## src/rtl/apb_cmd_master_pkg.sv

```systemverilog
// Shared constants and types for the APB command master.
package apb_cmd_master_pkg;

    localparam int unsigned DEF_ADDR_W  = 8;
    localparam int unsigned DEF_DATA_W  = 8;
    localparam int unsigned DEF_TIMEOUT = 16;

    // Wait counter width; covers the full 1..255 timeout range.
    localparam int unsigned TMR_W = 8;

    typedef enum logic [1:0] {
        ST_IDLE   = 2'd0,
        ST_SETUP  = 2'd1,
        ST_ACCESS = 2'd2,
        ST_RESP   = 2'd3
    } state_e;

    // Response error encoding: OK for a clean transfer, ERR for pslverr or timeout.
    localparam logic RSP_OK  = 1'b0;
    localparam logic RSP_ERR = 1'b1;

endpackage

```

## src/rtl/apb_wait_timer.sv

```systemverilog
// Counts ACCESS wait states and flags when the timeout threshold is reached.
module apb_wait_timer
    import apb_cmd_master_pkg::*;
#(
    parameter int unsigned TIMEOUT = DEF_TIMEOUT
) (
    input  logic pclk,
    input  logic presetn,
    input  logic clear_i,
    input  logic enable_i,
    output logic expired_o
);

    logic [TMR_W-1:0] cnt_q;
    logic [TMR_W-1:0] cnt_d;
    logic             expired_q;

    // Next count: clear wins, otherwise count waits and hold once expired.
    always_comb begin
        cnt_d = cnt_q;
        if (clear_i) begin
            cnt_d = '0;
        end else if (enable_i && !expired_q) begin
            cnt_d = cnt_q + TMR_W'(1);
        end
    end

    // Counter and registered threshold flag.
    always_ff @(posedge pclk) begin
        if (!presetn) begin
            cnt_q     <= '0;
            expired_q <= 1'b0;
        end else begin
            cnt_q     <= cnt_d;
            expired_q <= (cnt_d == TMR_W'(TIMEOUT - 1));
        end
    end

    assign expired_o = expired_q;

endmodule

```

## src/rtl/apb_cmd_master.sv

```systemverilog
// Converts a valid/ready command into one APB transfer and returns a response.
module apb_cmd_master
    import apb_cmd_master_pkg::*;
#(
    parameter int unsigned ADDR_W  = DEF_ADDR_W,
    parameter int unsigned DATA_W  = DEF_DATA_W,
    parameter int unsigned TIMEOUT = DEF_TIMEOUT
) (
    input  logic              pclk,
    input  logic              presetn,
    input  logic              cmd_valid,
    output logic              cmd_ready,
    input  logic              cmd_write,
    input  logic [ADDR_W-1:0] cmd_addr,
    input  logic [DATA_W-1:0] cmd_wdata,
    output logic              rsp_valid,
    input  logic              rsp_ready,
    output logic [DATA_W-1:0] rsp_rdata,
    output logic              rsp_err,
    output logic              psel,
    output logic              penable,
    output logic              pwrite,
    output logic [ADDR_W-1:0] paddr,
    output logic [DATA_W-1:0] pwdata,
    input  logic [DATA_W-1:0] prdata,
    input  logic              pready,
    input  logic              pslverr
);

    state_e            state_q, state_d;
    logic              write_q, write_d;
    logic [ADDR_W-1:0] addr_q, addr_d;
    logic [DATA_W-1:0] wdata_q, wdata_d;
    logic [DATA_W-1:0] rdata_q, rdata_d;
    logic              err_q, err_d;
    logic              cmd_ready_q, psel_q, penable_q, rsp_valid_q;
    logic              tmr_clear, tmr_enable, tmr_expired;

    // Wait-state counter: restarts on SETUP entry, counts ACCESS cycles without pready.
    assign tmr_clear  = (state_d == ST_SETUP);
    assign tmr_enable = (state_q == ST_ACCESS) && !pready;

    apb_wait_timer #(
        .TIMEOUT (TIMEOUT)
    ) u_wait_timer (
        .pclk      (pclk),
        .presetn   (presetn),
        .clear_i   (tmr_clear),
        .enable_i  (tmr_enable),
        .expired_o (tmr_expired)
    );

    // Next-state, command latch and response capture.
    always_comb begin
        state_d = state_q;
        write_d = write_q;
        addr_d  = addr_q;
        wdata_d = wdata_q;
        rdata_d = rdata_q;
        err_d   = err_q;
        case (state_q)
            ST_IDLE: begin
                if (cmd_valid && cmd_ready_q) begin
                    write_d = cmd_write;
                    addr_d  = cmd_addr;
                    wdata_d = cmd_wdata;
                    state_d = ST_SETUP;
                end
            end
            ST_SETUP: begin
                state_d = ST_ACCESS;
            end
            ST_ACCESS: begin
                // pready beats the timeout when both land on the same cycle.
                if (pready) begin
                    rdata_d = write_q ? '0 : prdata;
                    err_d   = pslverr ? RSP_ERR : RSP_OK;
                    state_d = ST_RESP;
                end else if (tmr_expired) begin
                    rdata_d = '0;
                    err_d   = RSP_ERR;
                    state_d = ST_RESP;
                end
            end
            ST_RESP: begin
                if (rsp_ready) begin
                    state_d = ST_IDLE;
                end
            end
            default: begin
                state_d = ST_IDLE;
            end
        endcase
    end

    // State, latches and registered outputs decoded from the next state.
    always_ff @(posedge pclk) begin
        if (!presetn) begin
            state_q     <= ST_IDLE;
            write_q     <= 1'b0;
            addr_q      <= '0;
            wdata_q     <= '0;
            rdata_q     <= '0;
            err_q       <= RSP_OK;
            cmd_ready_q <= 1'b0;
            psel_q      <= 1'b0;
            penable_q   <= 1'b0;
            rsp_valid_q <= 1'b0;
        end else begin
            state_q     <= state_d;
            write_q     <= write_d;
            addr_q      <= addr_d;
            wdata_q     <= wdata_d;
            rdata_q     <= rdata_d;
            err_q       <= err_d;
            cmd_ready_q <= (state_d == ST_IDLE);
            psel_q      <= (state_d == ST_SETUP) || (state_d == ST_ACCESS);
            penable_q   <= (state_d == ST_ACCESS);
            rsp_valid_q <= (state_d == ST_RESP);
        end
    end

    assign cmd_ready = cmd_ready_q;
    assign psel      = psel_q;
    assign penable   = penable_q;
    assign rsp_valid = rsp_valid_q;
    assign pwrite    = write_q;
    assign paddr     = addr_q;
    assign pwdata    = wdata_q;
    assign rsp_rdata = rdata_q;
    assign rsp_err   = err_q;

endmodule
```

## config.mk

```make
export PLATFORM = sky130hd
export DESIGN_NAME = apb_cmd_master
export DESIGN_NICKNAME = d
export VERILOG_FILES = /design/src/rtl/apb_cmd_master_pkg.sv /design/src/rtl/apb_wait_timer.sv /design/src/rtl/apb_cmd_master.sv
export SDC_FILE = /design/constraint.sdc
export NUM_CORES = 1
export LEC_CHECK = 0
export CORE_UTILIZATION = 44
export DETAILED_ROUTE_END_ITERATION = 10
export MAX_ROUTING_LAYER = met4
export PLACE_DENSITY_LB_ADDON = 0.08
export SLEW_MARGIN = 20
export SYNTH_ARGS = -nofsm -noshare
export SYNTH_HDL_FRONTEND = slang
export SYNTH_SLANG_ARGS = --single-unit
```

## constraint.sdc

```tcl
create_clock -name pclk -period 2.57 [get_ports pclk]
set_input_delay 0.514 -clock pclk [delete_from_list [all_inputs] [get_ports pclk]]
set_output_delay 0.514 -clock pclk [all_outputs]
set_load 0.01 [all_outputs]
```

# Yosys cells after proc, flatten, opt, wreduce, memory -nomap -nowiden
# Index checks and enable logic that the tools add are counted.
# W data, S select, Z words.
# op_classes
addsub	1
n_eq_ne	7
muxes	13
n_reduce_logical	11
# ops
op	count
$mux W8	5
$add A8 B1 Y8 const B	1
$eq A2 B2 Y1 const B	4
$eq A8 B4 Y1 const B	1
$mux W2	4
$pmux W2 S4	1
$eq A2 B1 Y1 const B	2
$logic_not A2 Y1	2
$reduce_and A2 Y1	2
$logic_and A1 B1 Y1	3
$mux W1	3
$logic_not A1 Y1	2
$reduce_bool A2 Y1	1
$logic_or A1 B1 Y1	1
# totals
ff_bits	41
in_bits	31
output_inout_bits	30
wordCells	44

# Logic depth before layout (Yosys ltp)
# depth
ltp_word	6
ltp_mapped	7
depth_no_buf	7

# By module
# From an unflattened synthesis, not the netlist that was laid out.
# unflattened
cells_unflattened	185
hier_area_um2	1717.9
# by_module_without_submodules
mod	n_inst	cells_each	area_per_inst_um2	seq_area_each_um2
apb_cmd_master	1	140	1297.5	640.6
apb_wait_timer	1	45	420.4	180.2

# Worst setup path after synthesis
# Ideal clock, no wire load.
# synth_path
path_kind	input port to flip-flop
startpoint	in pready
endpoint	reg u_wait_timer.expired_q, in the netlist u_wait_timer.expired_o
setup_time_ns	0.060
arrival_ns	1.917
required_ns	2.510
setup_slack_ns	0.593
stages	5
n_path_buf	1
cell_sequence	or4b_4 buf_6 or4_1 a21oi_1 o2111a_1
# synth_between
elab_chain_cells	6
word_cells_on_any_way	9
cone_classes	2 x eq/ne; 4 x mux; 3 x reduce/logical
# synth_rtl
item	line_no	rtl
from (decl)	apb_cmd_master.sv:26	input logic pready,
parallel branches: the longest is 4 deep, another holds $pmux W2 S4	-	
$mux W8 *	apb_wait_timer.sv:21	if (clear_i) begin
$eq A8 B4 Y1 *	apb_wait_timer.sv:35	expired_q <= (cnt_d == TMR_W'(TIMEOUT - 1));
to (signal assigned)	apb_wait_timer.sv:35	
to (decl)	apb_wait_timer.sv:16	logic expired_q;
# Mark *: on every way between the ends.
# A chain may end at the register's enable or synchronous reset.

# Worst setup path in the final report
# layout_path
startpoint	in pready
endpoint	reg u_wait_timer.expired_q, in the netlist u_wait_timer.expired_o
# layout_between
word_cells_on_any_way	9
cone_classes	2 x eq/ne; 4 x mux; 3 x reduce/logical
# layout_rtl
item	line_no	rtl
$mux W2	apb_cmd_master.sv:75	if (pready) begin
$pmux W2 S4	apb_cmd_master.sv:61	case (state_q)
net state_d[0]	apb_cmd_master.sv:30	state_e state_q, state_d;
$eq A2 B1 Y1	apb_cmd_master.sv:40	assign tmr_clear = (state_d == ST_SETUP);
$mux W8	apb_wait_timer.sv:21	
$eq A8 B4 Y1	apb_wait_timer.sv:35	
# The timed path passes the listed nets, and every way through them passes these cells.

==> reports/qor.json <==
{
  "run_status": {"value": "complete, no violations"},
  "met2_length": {"value": 1.595, "unit": "mm"},
  "avgViaCountPerCell": {"value": 4.827},
  "p_leak": {"value": 0.0008995, "unit": "uW"},
  "n_antenna_cell": {"value": 0},
  "routedLengthMet1": {"value": 1.668, "unit": "mm"},
  "drv_cap": {"value": 0},
  "r2r_setup_slack": {"value": 0.73, "unit": "ns"},
  "cts-resized-gates": {"value": 0},
  "min-delay-start": {"value": "paddr[1]"},
  "power.ir.vdd_worst": {"value": 376.9, "unit": "uV"},
  "num_vias": {"value": 1482},
  "worst_setup_path_startpoint": {"value": "pready"},
  "critical_path_arrival": {"value": 2.39, "unit": "ns"},
  "crit-reg2reg-capture": {"value": "u_wait_timer.expired_o"},
  "timing.reg2reg.worst_path_depth": {"value": 4},
  "final-hold-violation-count": {"value": 0},
  "place_inst": {"value": 300},
  "slew-limit-headroom": {"value": 0.6077},
  "crit_fanout": {"value": 7},
  "placeableCoreArea": {"value": 3661, "unit": "um2"},
  "power.share.clock": {"value": 0.347},
  "postSynthRegisterBits": {"value": 41},
  "final_cells": {"value": 307},
  "synth_ff_type": {"value": "sky130_fd_sc_hd__dfxtp_1"},
  "boundaryPins": {"value": 61},
  "layout.core_utilization": {"value": 0.6733},
  "post_synth_inst_count": {"value": 193},
  "finalSetupViolCount": {"value": 0},
  "critPathSlowestCell": {"value": "sky130_fd_sc_hd__clkdlybuf4s50_1"},
  "global_route.overflow_total": {"value": 0},
  "cellInternalPower": {"value": 1079, "unit": "uW"},
  "grt_pass1_vias": {"value": 1378},
  "finalWorstPathRequiredPeriod": {"value": 2.152, "unit": "ns"},
  "path_class": {"value": "in -> reg"},
  "cts_root_buf": {"value": "sky130_fd_sc_hd__clkbuf_8"},
  "synthToLayoutAreaGrowth": {"value": 45.93, "unit": "%"},
  "detail_route.drc_violations": {"value": 0},
  "grt_start_max_net_pins": {"value": 19},
  "hold_class": {"value": "reg -> reg"},
  "synthesis.nets": {"value": 229},
  "r2r-start": {"value": "state_q[1]"},
  "hold_buffers": {"value": 0},
  "combPwrFrac": {"value": 0.167},
  "share_of_the_yosys_chip_area_belonging_to_registers": {"value": 0.4859},
  "clkSinkCount": {"value": 41},
  "finalClockSkew": {"value": 0.002979, "unit": "ns"},
  "max_freq": {"value": 464.6, "unit": "MHz"},
  "die_y": {"value": 63.96, "unit": "um"},
  "detailed_place_hpwl": {"value": 2.476, "unit": "mm"},
  "route.final.wire_length": {"value": 3.515, "unit": "mm"},
  "grt_first_pass_wirelength": {"value": 6.051, "unit": "mm"},
  "number_of_flops_mapped_to_enable_cells_by_yosys": {"value": 0},
  "initialDrtViolationCount": {"value": 46},
  "kind_of_end_point_of_the_critical_path": {"value": "flip-flop"},
  "finalSetupTns": {"value": 0, "unit": "ns"},
  "power.density": {"value": 570.1, "unit": "nW/um2"},
  "cp_data_required_time": {"value": 2.80, "unit": "ns"},
  "swShare": {"value": 0.2320},
  "clock_tree_from_tritoncts": {"value": "yes"},
  "max-clock-path-buffers": {"value": 2},
  "floorplan.die.width": {"value": 63.96, "unit": "um"},
  "clock_h_tree_levels": {"value": 2},
  "whs_path_depth": {"value": 2},
  "drt.antenna.violating_nets": {"value": 0},
  "wire_per_inst": {"value": 11.45, "unit": "um"},
  "asyncSetResetFlopFracSynth": {"value": 0},
  "wl_met3": {"value": 198, "unit": "um"},
  "power.sequential.fraction": {"value": 0.486},
  "global_placement_routability_congestion": {"value": 0.8250},
  "row_count": {"value": 22},
  "path_clk_slew": {"value": 0.07, "unit": "ns"},
  "synthDistinctLibCells": {"value": 33},
  "tritoncts.num_buffers": {"value": 5},
  "post_route_cells_drive_above_1_share": {"value": 0.08108},
  "rsz0062_at_grt": {"value": "false"},
  "number_of_buffers_inserted_to_repair_setup_after_cts": {"value": 0},
  "area_of_the_die": {"value": 4091, "unit": "um2"},
  "insertion_delay": {"value": 0.29, "unit": "ns"},
  "synth_warnings": {"value": 0},
  "final_min_period_over_clock_period": {"value": 0.8375},
  "number_of_antenna_violations_at_the_first_check_in_global_routing": {"value": 0},
  "route.top_layer_used": {"value": "met4"},
  "setup.worst_path.start_class": {"value": "input port"},
  "total_count_of_max_transition_violations_in_the_final_report": {"value": 0},
  "path_cells": {"value": "clkdlybuf4s50_1 > buf_4 > nor2_1 > o221ai_1 > ha_1 > or2b_4 > a21oi_1 > o2111a_1"},
  "cpPeakStageDelay": {"value": 0.44, "unit": "ns"},
  "design.final.nets": {"value": 295},
  "buffer_ports.inserted": {"value": 60},
  "grt.total_usage": {"value": 0.1970},
  "initial_core_util": {"value": 0.4614},
  "post_synth.cell_area_avg": {"value": 8.752, "unit": "um2"},
  "detail_route.first_pass.iterations": {"value": 4},
  "capture_endpoint_of_the_worst_hold_path": {"value": "paddr[1]"},
  "net-switching-power": {"value": 326.0, "unit": "uW"},
  "post_synthesis_cell_area": {"value": 1689, "unit": "um2"},
  "worst_slew_pin_slew": {"value": 0.5884, "unit": "ns"}
}
-- metrics by stage --
| stage | hold slack (ns) | worst slack, ns | total power (uW) | area [um2] |
|---|---|---|---|---|
| 2_1_floorplan | 0.4515 | 0.5926 | 803.1 | 1689 |
| 5_1_grt | 0.4733 | 0.3465 | 1477 | 2465 |
| 4_1_cts | 0.4567 | 0.4514 | 1425 | 2465 |
| 3_5_place_dp | 0.4479 | 0.1650 | 931.9 | 2361 |
| 3_3_place_gp | 0.4414 | 0.1707 | 930.4 | 2361 |
| 6_report | 0.4554 | 0.4177 | 1405 | 2465 |
-- layer usage --
metal | GRT usage | up-vias
li1 | - | 771
met1 | 0.2444 | 663
met2 | 0.2992 | 43
met3 | 0.06607 | 5
met4 | 0.06534 | 0
met5 | - | -
-- power groups by stage --
| stage | clock, uW | sequential (uW) | combinational [uW] |
|---|---|---|---|
| after detailed placement | 0 | 697 | 235 |
| after CTS | 504 | 682 | 239 |
| after floorplan | 0 | 708 | 94.7 |
| final | 488 | 682 | 235 |
| after global placement | 0 | 696 | 234 |
| after global routing | 529 | 687 | 261 |
-- worst max path at each step --
stage               slack (ns)                endpoint
global placement          0.17  u_wait_timer.expired_o
global route              0.35  u_wait_timer.expired_o
detailed placement        0.16  u_wait_timer.expired_o
finish                    0.42  u_wait_timer.expired_o
floorplan                 0.59  u_wait_timer.expired_o
CTS                       0.45  u_wait_timer.expired_o
-- area by class of cell --
type                    count  area [um2]
inverters                   4       15.01
fillers                   314        1196
clock inverters             2       35.03
flip-flops and latches     41       820.8
multi-input cells         141       819.5
clock buffers               5       68.82
well taps                  48       60.06
repair buffers             66       645.6
-- sequential cells by signal (all words and copies together) (netlist names) --
register                count
u_wait_timer.cnt_q          8
state_q                     2
rsp_rdata                   8
u_wait_timer.expired_o      1
rsp_valid                   1
paddr                       8
cmd_ready                   1
pwdata                      8
rsp_err                     1
pwrite                      1
penable                     1
psel                        1
-- cell families after synthesis --
group                      Yosys count  synth area share
buffers and inverters               11           0.02888
DFF                                 41            0.4859
muxes                                8           0.04741
and+or+nand+nor                     92            0.2667
xor gates and xnor gates             6           0.03112
AOI/OAI and AO/OA                   30            0.1030
adders and majority gates            5           0.03704
-- worst max-delay path, delay by kind of cell --
family,cells,cell delay (ns)
buffers and inverters,2,0.60
adders and majority gates,1,0.27
AOI/OAI and AO/OA,3,0.54
and+or+nand+nor,2,0.47
-- cells in the final DEF (no fill, tap or decap), types with 2 or more instances in the layout --
master                            instances
sky130_fd_sc_hd__nor3_1                   2
sky130_fd_sc_hd__clkbuf_8                 5
sky130_fd_sc_hd__or4_1                    2
sky130_fd_sc_hd__nand4_1                  2
sky130_fd_sc_hd__nand3_1                  3
sky130_fd_sc_hd__o21ai_0                  3
sky130_fd_sc_hd__nor2_1                  19
sky130_fd_sc_hd__and2_1                  12
sky130_fd_sc_hd__ha_1                     5
sky130_fd_sc_hd__nor4b_1                  2
sky130_fd_sc_hd__mux2i_1                  8
sky130_fd_sc_hd__nand2_1                 39
sky130_fd_sc_hd__a21oi_1                 21
sky130_fd_sc_hd__clkdlybuf4s50_1         60
sky130_fd_sc_hd__xor2_1                   3
sky130_fd_sc_hd__and3_1                   2
sky130_fd_sc_hd__buf_4                    6
sky130_fd_sc_hd__or3_2                    2
sky130_fd_sc_hd__inv_1                    4
sky130_fd_sc_hd__dfxtp_1                 41
sky130_fd_sc_hd__xnor2_1                  3
-- synth_stat cells, types with 3 or more instances --
master,count,area [um2]
sky130_fd_sc_hd__and2_1,12,75.07
sky130_fd_sc_hd__dfxtp_1,41,820.8
sky130_fd_sc_hd__mux2i_1,8,80.08
sky130_fd_sc_hd__xnor2_1,3,26.28
sky130_fd_sc_hd__nand3_1,3,15.01
sky130_fd_sc_hd__clkbuf_1,6,22.52
sky130_fd_sc_hd__o21ai_0,3,15.01
sky130_fd_sc_hd__nand2_1,39,146.4
sky130_fd_sc_hd__xor2_1,3,26.28
sky130_fd_sc_hd__a21oi_1,21,105.1
sky130_fd_sc_hd__nor2_1,19,71.32
sky130_fd_sc_hd__ha_1,5,62.56
sky130_fd_sc_hd__inv_1,4,15.01
Power figures use the tool's default switching activity.
